$ cat config.mk
export PLATFORM = sky130hd
export DESIGN_NAME = booth_product_accumulator
export DESIGN_NICKNAME = d
export VERILOG_FILES = /design/src/rtl/booth_pkg.sv /design/src/rtl/booth_sat_add.sv /design/src/rtl/booth_product_accumulator.sv
export SDC_FILE = /design/constraint.sdc
export NUM_CORES = 1
export LEC_CHECK = 0
export BUFFER_PORTS_ARGS = -buffer_cell sky130_fd_sc_hd__buf_2
export CORE_MARGIN = 4
export CORE_UTILIZATION = 35
export DETAILED_ROUTE_END_ITERATION = 10
export HOLD_SLACK_MARGIN = 0.08
export SLEW_MARGIN = 5
export SYNTH_ARGS = -nofsm -noshare
export SYNTH_HDL_FRONTEND = slang
export SYNTH_SLANG_ARGS = --single-unit
$ cat constraint.sdc
create_clock -name clk -period 5.9 [get_ports clk]
set_clock_uncertainty 0.05 [all_clocks]
set_input_delay 1.18 -clock clk [delete_from_list [all_inputs] [get_ports clk]]
set_output_delay 1.18 -clock clk [all_outputs]
set_load 0.005 [all_outputs]
$ cat src/rtl/booth_pkg.sv
// Purpose: shared defaults, FSM state encoding and the sign-extension helper for the accumulator.
// Latency: none (types, constants and pure functions only).
// Backpressure: not applicable.
package booth_pkg;

    localparam int PW_DEF      = 6;
    localparam int AW_DEF      = 10;
    localparam int N_TERMS_DEF = 4;

    // ACC collects products; DONE holds the group result for the consumer
    typedef enum logic {
        ACC  = 1'b0,
        DONE = 1'b1
    } state_t;

    // Sign-extend the low `width` bits of val to 32 bits; callers truncate to their own width
    function automatic logic [31:0] sext(input logic [31:0] val, input int unsigned width);
        logic signed [31:0] shifted;
        shifted = $signed(val << (32 - width));
        return shifted >>> (32 - width);
    endfunction

endpackage

$ cat src/rtl/booth_sat_add.sv
// Purpose: signed AW-bit add with overflow flag; clamps when BOOTH_ACC_SATURATE_EN is defined, wraps otherwise.
// Latency: combinational, zero cycles.
// Backpressure: none (pure datapath).
module booth_sat_add
    import booth_pkg::*;
#(
    parameter int AW = AW_DEF
) (
    input  logic [AW-1:0] a,
    input  logic [AW-1:0] b,
    output logic [AW-1:0] sum,
    output logic          ovf
);

    logic [AW:0] wide;

    // Add at AW+1 bits so the true sign survives; overflow when the top two bits disagree
    always_comb begin
        wide = {a[AW-1], a} + {b[AW-1], b};
        ovf  = wide[AW] ^ wide[AW-1];
`ifdef BOOTH_ACC_SATURATE_EN
        if (ovf) begin
            sum = wide[AW] ? {1'b1, {(AW-1){1'b0}}} : {1'b0, {(AW-1){1'b1}}};
        end else begin
            sum = wide[AW-1:0];
        end
`else
        sum = wide[AW-1:0];
`endif
    end

endmodule

$ cat src/rtl/booth_product_accumulator.sv
// Purpose: sums groups of N_TERMS signed products into an AW-bit result with sticky overflow (BOOTH_ACC_SATURATE_EN selects clamp vs wrap).
// Latency: acc_valid rises the cycle after the N_TERMS-th accepted product.
// Backpressure: p_ready drops while a result waits for acc_ready, and while clear or rst is high.
module booth_product_accumulator
    import booth_pkg::*;
#(
    parameter  int PW      = PW_DEF,
    parameter  int AW      = AW_DEF,
    parameter  int N_TERMS = N_TERMS_DEF,
    localparam int CW      = $clog2(N_TERMS + 1)
) (
    input  logic          clk,
    input  logic          rst,
    input  logic          p_valid,
    output logic          p_ready,
    input  logic [PW-1:0] p_data,
    input  logic          clear,
    output logic          acc_valid,
    input  logic          acc_ready,
    output logic [AW-1:0] acc_data,
    output logic [CW-1:0] acc_count,
    output logic          acc_ovf
);

    state_t        state;
    logic [AW-1:0] acc;
    logic [CW-1:0] count;
    logic [AW-1:0] addend;
    logic [AW-1:0] add_sum;
    logic          add_ovf;
    logic          accept;
    logic          last_term;

    // Ready depends only on state, clear and reset so no valid-to-ready loop can form
    assign p_ready   = (state == ACC) && !clear && !rst;
    assign accept    = p_valid && p_ready;
    assign addend    = AW'(sext(32'(p_data), PW));
    assign last_term = (count == CW'(N_TERMS - 1));

    booth_sat_add #(
        .AW (AW)
    ) u_add (
        .a   (acc),
        .b   (addend),
        .sum (add_sum),
        .ovf (add_ovf)
    );

    // Group FSM: accumulate accepted products, then hold the result until the consumer takes it
    always_ff @(posedge clk) begin
        if (rst) begin
            state     <= ACC;
            acc       <= '0;
            count     <= '0;
            acc_ovf   <= 1'b0;
            acc_valid <= 1'b0;
        end else begin
            case (state)
                ACC: begin
                    if (clear) begin
                        acc     <= '0;
                        count   <= '0;
                        acc_ovf <= 1'b0;
                    end else if (accept) begin
                        acc     <= add_sum;
                        count   <= count + 1'b1;
                        acc_ovf <= acc_ovf | add_ovf;
                        if (last_term) begin
                            state     <= DONE;
                            acc_valid <= 1'b1;
                        end
                    end
                end
                DONE: begin
                    if (acc_ready) begin
                        state     <= ACC;
                        acc_valid <= 1'b0;
                        acc       <= '0;
                        count     <= '0;
                        acc_ovf   <= 1'b0;
                    end
                end
                default: state <= ACC;
            endcase
        end
    end

    assign acc_data  = acc;
    assign acc_count = count;

endmodule

# Word level (Yosys, flattened, before mapping)
# Cells that the tools add are included.
# totals
out_inout_bits	16
ff_bits	16
inputBits	11
# op_classes
mux	21
eq_ne	6
add_sub_neg	2
n_reduce_logical	7
bitwise_logic	3
# ops
op	count
10-bit two-way mux	3
10-bit case mux with 2 select lines	1
10-bit by 6-bit adder with 11-bit output	1
1-bit two-way mux	10
3-bit two-way mux	3
2-bit != test (second input constant)	4
1-bit case mux with 2 select lines	3
3-bit case mux with 2 select lines	1
4-bit AND reduction	1
3-bit by 1-bit adder with 3-bit output (second input constant)	1
3-bit by 2-bit == test with 1-bit output (second input constant)	1
1-bit logical AND	3
3-bit != test (second input constant)	1
1-bit logical NOT	2
2-bit AND reduction	1
1-bit inverter	1
1-bit OR	1
1-bit bitwise XOR	1

# Longest topological paths before layout
# Gate-level depths: netlist of run 1.
# depth
word_depth	7
mapped_depth	8
ltp_nobuf	8

# Hierarchy
# A second synthesis of run 1 with hierarchy kept.
# unflattened
cells_unflattened	109
area_unflattened_um2	1108.6
# modules_own_cells
module	instances	seq_area_each_um2	cells_per_inst	area_per_inst_um2
booth_product_accumulator	1	320.3	64	695.7
booth_sat_add	1	0.0	45	412.9

# Worst setup path after synthesis of run 1
# Ideal clock, no wire load.
# synth_timing
kind	input to register
startpoint	in p_data[3]
endpoint	reg acc[7] (netlist: acc_data[7])
arrival_time_ns	2.742
required_time_ns	5.733
path_slack_ns	2.991
stages	6
path_cell_list	ha_1 > and2_4 > a221o_1 > o211a_1 > or3_1 > a32o_1
# synth_between
elab_chain_cells	4
# synth_rtl
element	line	text
from (decl)	booth_product_accumulator.sv:16	input logic [PW-1:0] p_data,
10-bit by 6-bit adder with 11-bit output	booth_sat_add.sv:19	wide = {a[AW-1], a} + {b[AW-1], b};
10-bit two-way mux	booth_product_accumulator.sv:64	end else if (accept) begin
10-bit two-way mux	booth_product_accumulator.sv:60	if (clear) begin
10-bit case mux with 2 select lines	booth_product_accumulator.sv:58	case (state)
to (signal assigned)	booth_product_accumulator.sv:65	acc <= add_sum;
to (decl)	booth_product_accumulator.sv:26	logic [AW-1:0] acc;
# Every way passes these cells. The select of a mux whose other input is x is not followed.
# A chain may end at the register's enable or synchronous reset.

# Final worst setup path of run 1
# layout_timing
startpoint	in rst
endpoint	out p_ready
# layout_between
elab_chain_cells	2
# layout_rtl
element	line	text
from (decl)	booth_product_accumulator.sv:13	input logic rst,
1-bit logical NOT	booth_product_accumulator.sv:35	assign p_ready = (state == ACC) && !clear && !rst;
1-bit logical AND	booth_product_accumulator.sv:35	
to (decl)	booth_product_accumulator.sv:15	output logic p_ready,
# Every way passes these cells.

==> results_dict.tcl, run 1 <==
set metrics [dict create \
    cpPeakStageDelay_ns 0.20 \
    slew_headroom 0.549 \
    slew_viol_final 0 \
    post-place-ws_ns 2.81 \
    placed_cell_area_um2 1210 \
    arrival_ns 1.66 \
    syn-cell-area_um2 1050 \
    maxCapViolations 0 \
    worst_pin_slew_ns 0.670 \
    htreeDepth 1 \
    final_common_cell "buf_2" \
    antenna_found_initial 0 \
    final_cells 180 \
    drive_above_1_share 0.262 \
    drc 0 \
    r2r_slack_ns 3.79 \
    ys_top_cells_by_area "dfxtp_1 (30%), ha_1 (14%), a21oi_1 (5.7%), nor2_1 (5.0%), a22oi_1 (2.9%)" \
    synth_top_area_frac 0.304 \
    fin_crit_ns 2.89 \
    hold_start "acc_valid" \
    power.leakage_nw 0.613 \
    cts_setup_buffers 0 \
    setup.worst_path.start "rst" \
    cp-start-kind "input pin" \
    syn2layout_area_growth_pct 18.2 \
    drt-pass1-iter-count 4 \
    fp-row-count 19 \
    setup_tns_ns 0 \
    dp_hpwl_mm 1.81 \
    yosysSeqAreaShare 0.304 \
    clkLatencyLatePin_ns 0.29 \
    first_iter_violations 29 \
    clkTransAtPathRegs_ns 0.10 \
    setup_viol 0 \
    ctsHoldBuffers 0 \
    routabilityCongestion 0.751 \
    path_cells "buf_2 -> nor3_1 -> buf_2" \
    die_h_um 62.9 \
    final_cell_mix "buf_2 (26), dfxtp_1 (16), nor2_1 (14), a21oi_1 (12), ha_1 (12)" \
    cts_buffers 3 \
    fmax_ghz 0.346 \
    required_ns 4.67 \
    crit_top_cell "buf_2" \
    die_area_um2 3950 \
    status "finished, final reports clean" \
    synth_fp_nets 145 \
    antennaDiodeCount 0 \
    ff2ff_path_depth 6 \
    synth_edf_count 0 \
    grt_pass1_wl_mm 4.02 \
    grt_max_degree 17 \
    detail-route-antenna-nets 0 \
    ir_drop_v 0.0000791 \
    syn_area_per_cell_um2 8.71 \
    hold_path_end "acc_valid" \
    port_buffers 26 \
    root_buffer "clkbuf_4" \
    synthCells 121 \
    crit_buf_inv 2 \
    nets 174 \
    clock_sinks 16 \
    finalInstanceArea_um2 1240 \
    via_per_inst 5.53 \
    rsz0062_at_grt "no" \
    cts_buffer_depth 2 \
    drt-wirelength-per-cell_um 13.3 \
    r2r_start "acc_data[3]" \
    cp_max_fo 16 \
    whs_path_depth 2 \
    power.density_nw_per_um2 184 \
    wl_mm 2.40 \
    cts-resized-gates 0 \
    endpoint_kind "primary output" \
    multi_input_area_um2 693 \
    ys_dominant_reg_cell "dfxtp_1" \
    io_pins 27 \
    overflow 0 \
    yosys.area.top_type "dfxtp_1" \
    synth_seq_cells 16 \
    yosysWarningCount 0 \
    hp-class "reg2reg" \
    cts_tree "yes" \
    yosysUniqueCellTypes 39 \
    synthArstFlopShare 0 \
    num_vias 996 \
    die_x_um 62.9 \
    post-route-period-util 0.490 \
    track_usage 0.126 \
    r2r-end "acc_data[7]" \
    grt_pass1_vias 937 \
    setup_ws_ns 3.01 \
    critPathKind "in2out" \
    core_um2 2810 \
    fill_cells 290 \
    slowest_stage "buf_2" \
    dp_cells 176 \
    start_util 0.376 \
    crit_family "buffers and inverters" \
    final-seq-area_um2 320 \
    hold_viol 0 \
]
==> layer usage <==
layer  vias up  share of wire  track usage
met4         0          0.010       0.0413
li1        514              -            -
met1       456           0.48        0.147
met5         -              0            0
met2        22           0.45        0.213
met3         4          0.061       0.0432
==> cells in the mapped netlist (2+ instances only) <==
| master | instances |
|---|---|
| nand4_1 | 2 |
| o21ai_0 | 4 |
| a21oi_1 | 12 |
| inv_1 | 5 |
| a21o_1 | 3 |
| nand3_1 | 3 |
| a22oi_1 | 4 |
| or3_1 | 3 |
| clkbuf_1 | 2 |
| xnor2_1 | 2 |
| a32o_1 | 2 |
| nor2_1 | 14 |
| a32oi_1 | 3 |
| nor2b_1 | 2 |
| o211a_1 | 2 |
| ha_1 | 12 |
| dfxtp_1 | 16 |
| nand3b_1 | 2 |
| nand2_1 | 8 |
==> sequential cells by signal, summed over array words and instances (netlist names) <==
register,count
acc_count,3
acc_ovf,1
acc_data,10
acc_valid,1
state,1
==> stage by stage <==
stage / total power [W] / utilization / hold WS (ns)
floorplan: 0.000142 / - / 0.397
global placement: 0.000155 / 0.431 / 0.397
detailed placement: 0.000155 / 0.431 / 0.398
CTS: 0.000233 / 0.444 / 0.414
global route: 0.000245 / 0.444 / 0.438
finish: 0.000229 / 0.444 / 0.408
==> how the worst max path moves through the flow <==
stage / to / slack (ns) / cells after the start
floorplan: acc_data[7] / 2.99 / 6
global placement: acc_data[7] / 2.85 / 7
detailed placement: acc_data[7] / 2.81 / 7
CTS: p_ready / 3.00 / 3
global route: p_ready / 2.92 / 3
finish: p_ready / 3.01 / 3
==> final cells by class <==
cell class                 count  area share
clock buffer                   4      0.0291
timing repair buffer          27       0.111
inverter                       5      0.0151
tap                           31      0.0312
sequential                    16       0.257
multi-input combinational     97       0.557
==> worst register-to-register path, cell delays in order, from the launching register on <==
cell and delay (ns):
dfxtp_1 0.34, ha_1 0.34, and2_4 0.18, a221o_1 0.33, o211a_1 0.24, or3_1 0.30
a32o_1 0.24
==> cells by family (layout without fill, tap and decap cells) <==
group	count (synthesis)	in the layout	synth area share
buf+inv	8	36	0.0380
simple gates	42	42	0.203
fa+ha+maj	13	13	0.162
flops	16	16	0.304
compound gates	40	40	0.277
xor+xnor	2	2	0.0166
==> power by group <==
group	leakage, nW	internal, W	switching, W
sequential	0.130	0.000111	0.00000200
clock	0.0210	0.0000376	0.0000388
combinational	0.462	0.0000185	0.0000216
total	0.613	0.000167	0.0000623
(Power assumes the default switching activity.)
==> run 2, diff against run 1 <==
Clock period 5.9 ns to 2.4 ns, I/O delays scaled along.
==> run 2 against run 1 <==
Combinational power grew to 2.6 times the previous value; hold slack gained 0.012 ns; sequential power grew 150%; non-clock buffer count grew 2; sequential share of layout area shrank 0.31 points; first-iteration DRC count grew 14%; critical path type is now reg2reg; highest routed layer unchanged.
==> results_dict.tcl, run 2 (synthesis gave the netlist of run 1 again) <==
set metrics [dict create \
    maxCapViolations 0 \
    cts_setup_buffers 0 \
    core_um2 2810 \
    clkLatencyLatePin_ns 0.30 \
    setup_ws_ns 0.310 \
    io_pins 27 \
    worst_pin_slew_ns 0.384 \
    endpoint_kind "register" \
    dp_hpwl_mm 1.83 \
    slowest_stage "dfxtp_1" \
    syn2layout_area_growth_pct 19.6 \
    fmax_ghz 0.478 \
    grt_max_degree 17 \
    crit_family "compound AO/OA/AOI/OAI gates" \
    required_ns 2.55 \
    cts_buffers 3 \
    die_x_um 62.9 \
    ir_drop_v 0.000259 \
    ctsHoldBuffers 0 \
    track_usage 0.133 \
    fp-row-count 19 \
    drt-pass1-iter-count 4 \
    wl_mm 2.43 \
    cts-resized-gates 0 \
    whs_ns 0.419 \
    post-route-period-util 0.871 \
    slew_viol_final 0 \
    post-place-ws_ns 0.0440 \
    clock_sinks 16 \
    first_iter_violations 33 \
    power.density_nw_per_um2 449 \
    rsz0062_at_grt "no" \
    root_buffer "clkbuf_4" \
    arrival_ns 2.24 \
    drive_above_1_share 0.272 \
    power.leakage_nw 0.623 \
    overflow 0 \
    hold_viol 0 \
    status "finished, final reports clean" \
    clkTransAtPathRegs_ns 0.10 \
    final_cell_mix "buf_2 (26), dfxtp_1 (16), nor2_1 (14), a21oi_1 (12), ha_1 (12)" \
    detail-route-antenna-nets 0 \
    routabilityCongestion 0.768 \
    drt-wirelength-per-cell_um 13.4 \
    slew_headroom 0.743 \
    power_w 0.000566 \
    htreeDepth 1 \
    largest_reg_flops 10 \
    setup_tns_ns 0 \
    antennaDiodeCount 0 \
    critPathKind "reg2reg" \
    fin_crit_ns 2.09 \
    fill_cells 294 \
    setup_viol 0 \
    crit_buf_inv 1 \
    num_vias 1004 \
    cts_buffer_depth 2 \
    final_common_cell "buf_2" \
    cpPeakStageDelay_ns 0.34 \
    cp-start-kind "register" \
    cts_tree "yes" \
    via_per_inst 5.52 \
    die_h_um 62.9 \
    port_buffers 26 \
    drc 0 \
    dp_cells 178 \
    hp-class "reg2reg" \
    path_cells "ha_1 -> inv_1 -> fa_1 -> nor2b_1 -> o31ai_2 -> a21oi_1 -> or3_1 -> a32o_1" \
    start_util 0.376 \
    grt_pass1_vias 992 \
    die_area_um2 3950 \
    cp_max_fo 4 \
    final_cells 182 \
    grt_pass1_wl_mm 4.28 \
    antenna_found_initial 0 \
    nets 176 \
]
-- run 2: final cells by class --
cell class	instances	area [um2]	share of cell area
well taps	31	38.8	0.0308
flip-flops and latches	16	320	0.254
inverters	5	18.8	0.0149
clock buffers	4	36.3	0.0288
multi-input cells	97	693	0.550
repair buffers	29	153	0.121
-- run 2: worst paths after layout --
check,from,to,slack (ns),depth (start not counted)
worst min register to register,acc_valid,acc_valid,0.42,2
worst min-delay path,acc_valid,acc_valid,0.42,2
worst max register to register,acc_data[0],acc_data[8],0.31,8
worst max-delay path,acc_data[0],acc_data[8],0.31,8
-- run 2: worst reg2reg max path: cells and delay by family (launching register included) --
family	cells	cell delay, ns
DFF	1	0.34
buffers and inverters	1	0.07
AOI/OAI and AO/OA	3	0.73
and+or+nand+nor	2	0.41
adders and majority gates	2	0.41
-- run 2: metal layers --
metal  track usage  share of wire
met4        0.0606          0.022
met3        0.0522          0.065
met5             0              0
met1         0.160           0.48
met2         0.207           0.43
-- run 2: through the flow --
step           instance area [um2]   util
2_1_floorplan                 1050      -
3_3_place_gp                  1220  0.436
3_5_place_dp                  1220  0.436
4_1_cts                       1260  0.449
5_1_grt                       1260  0.449
6_report                      1260  0.449
-- run 2: power by group --
group          switching, W  total (W)  internal (W)
Sequential       0.00000519   0.000277      0.000272
Clock             0.0000935   0.000186     0.0000926
Combinational     0.0000544   0.000103     0.0000481
Total              0.000153   0.000566      0.000413
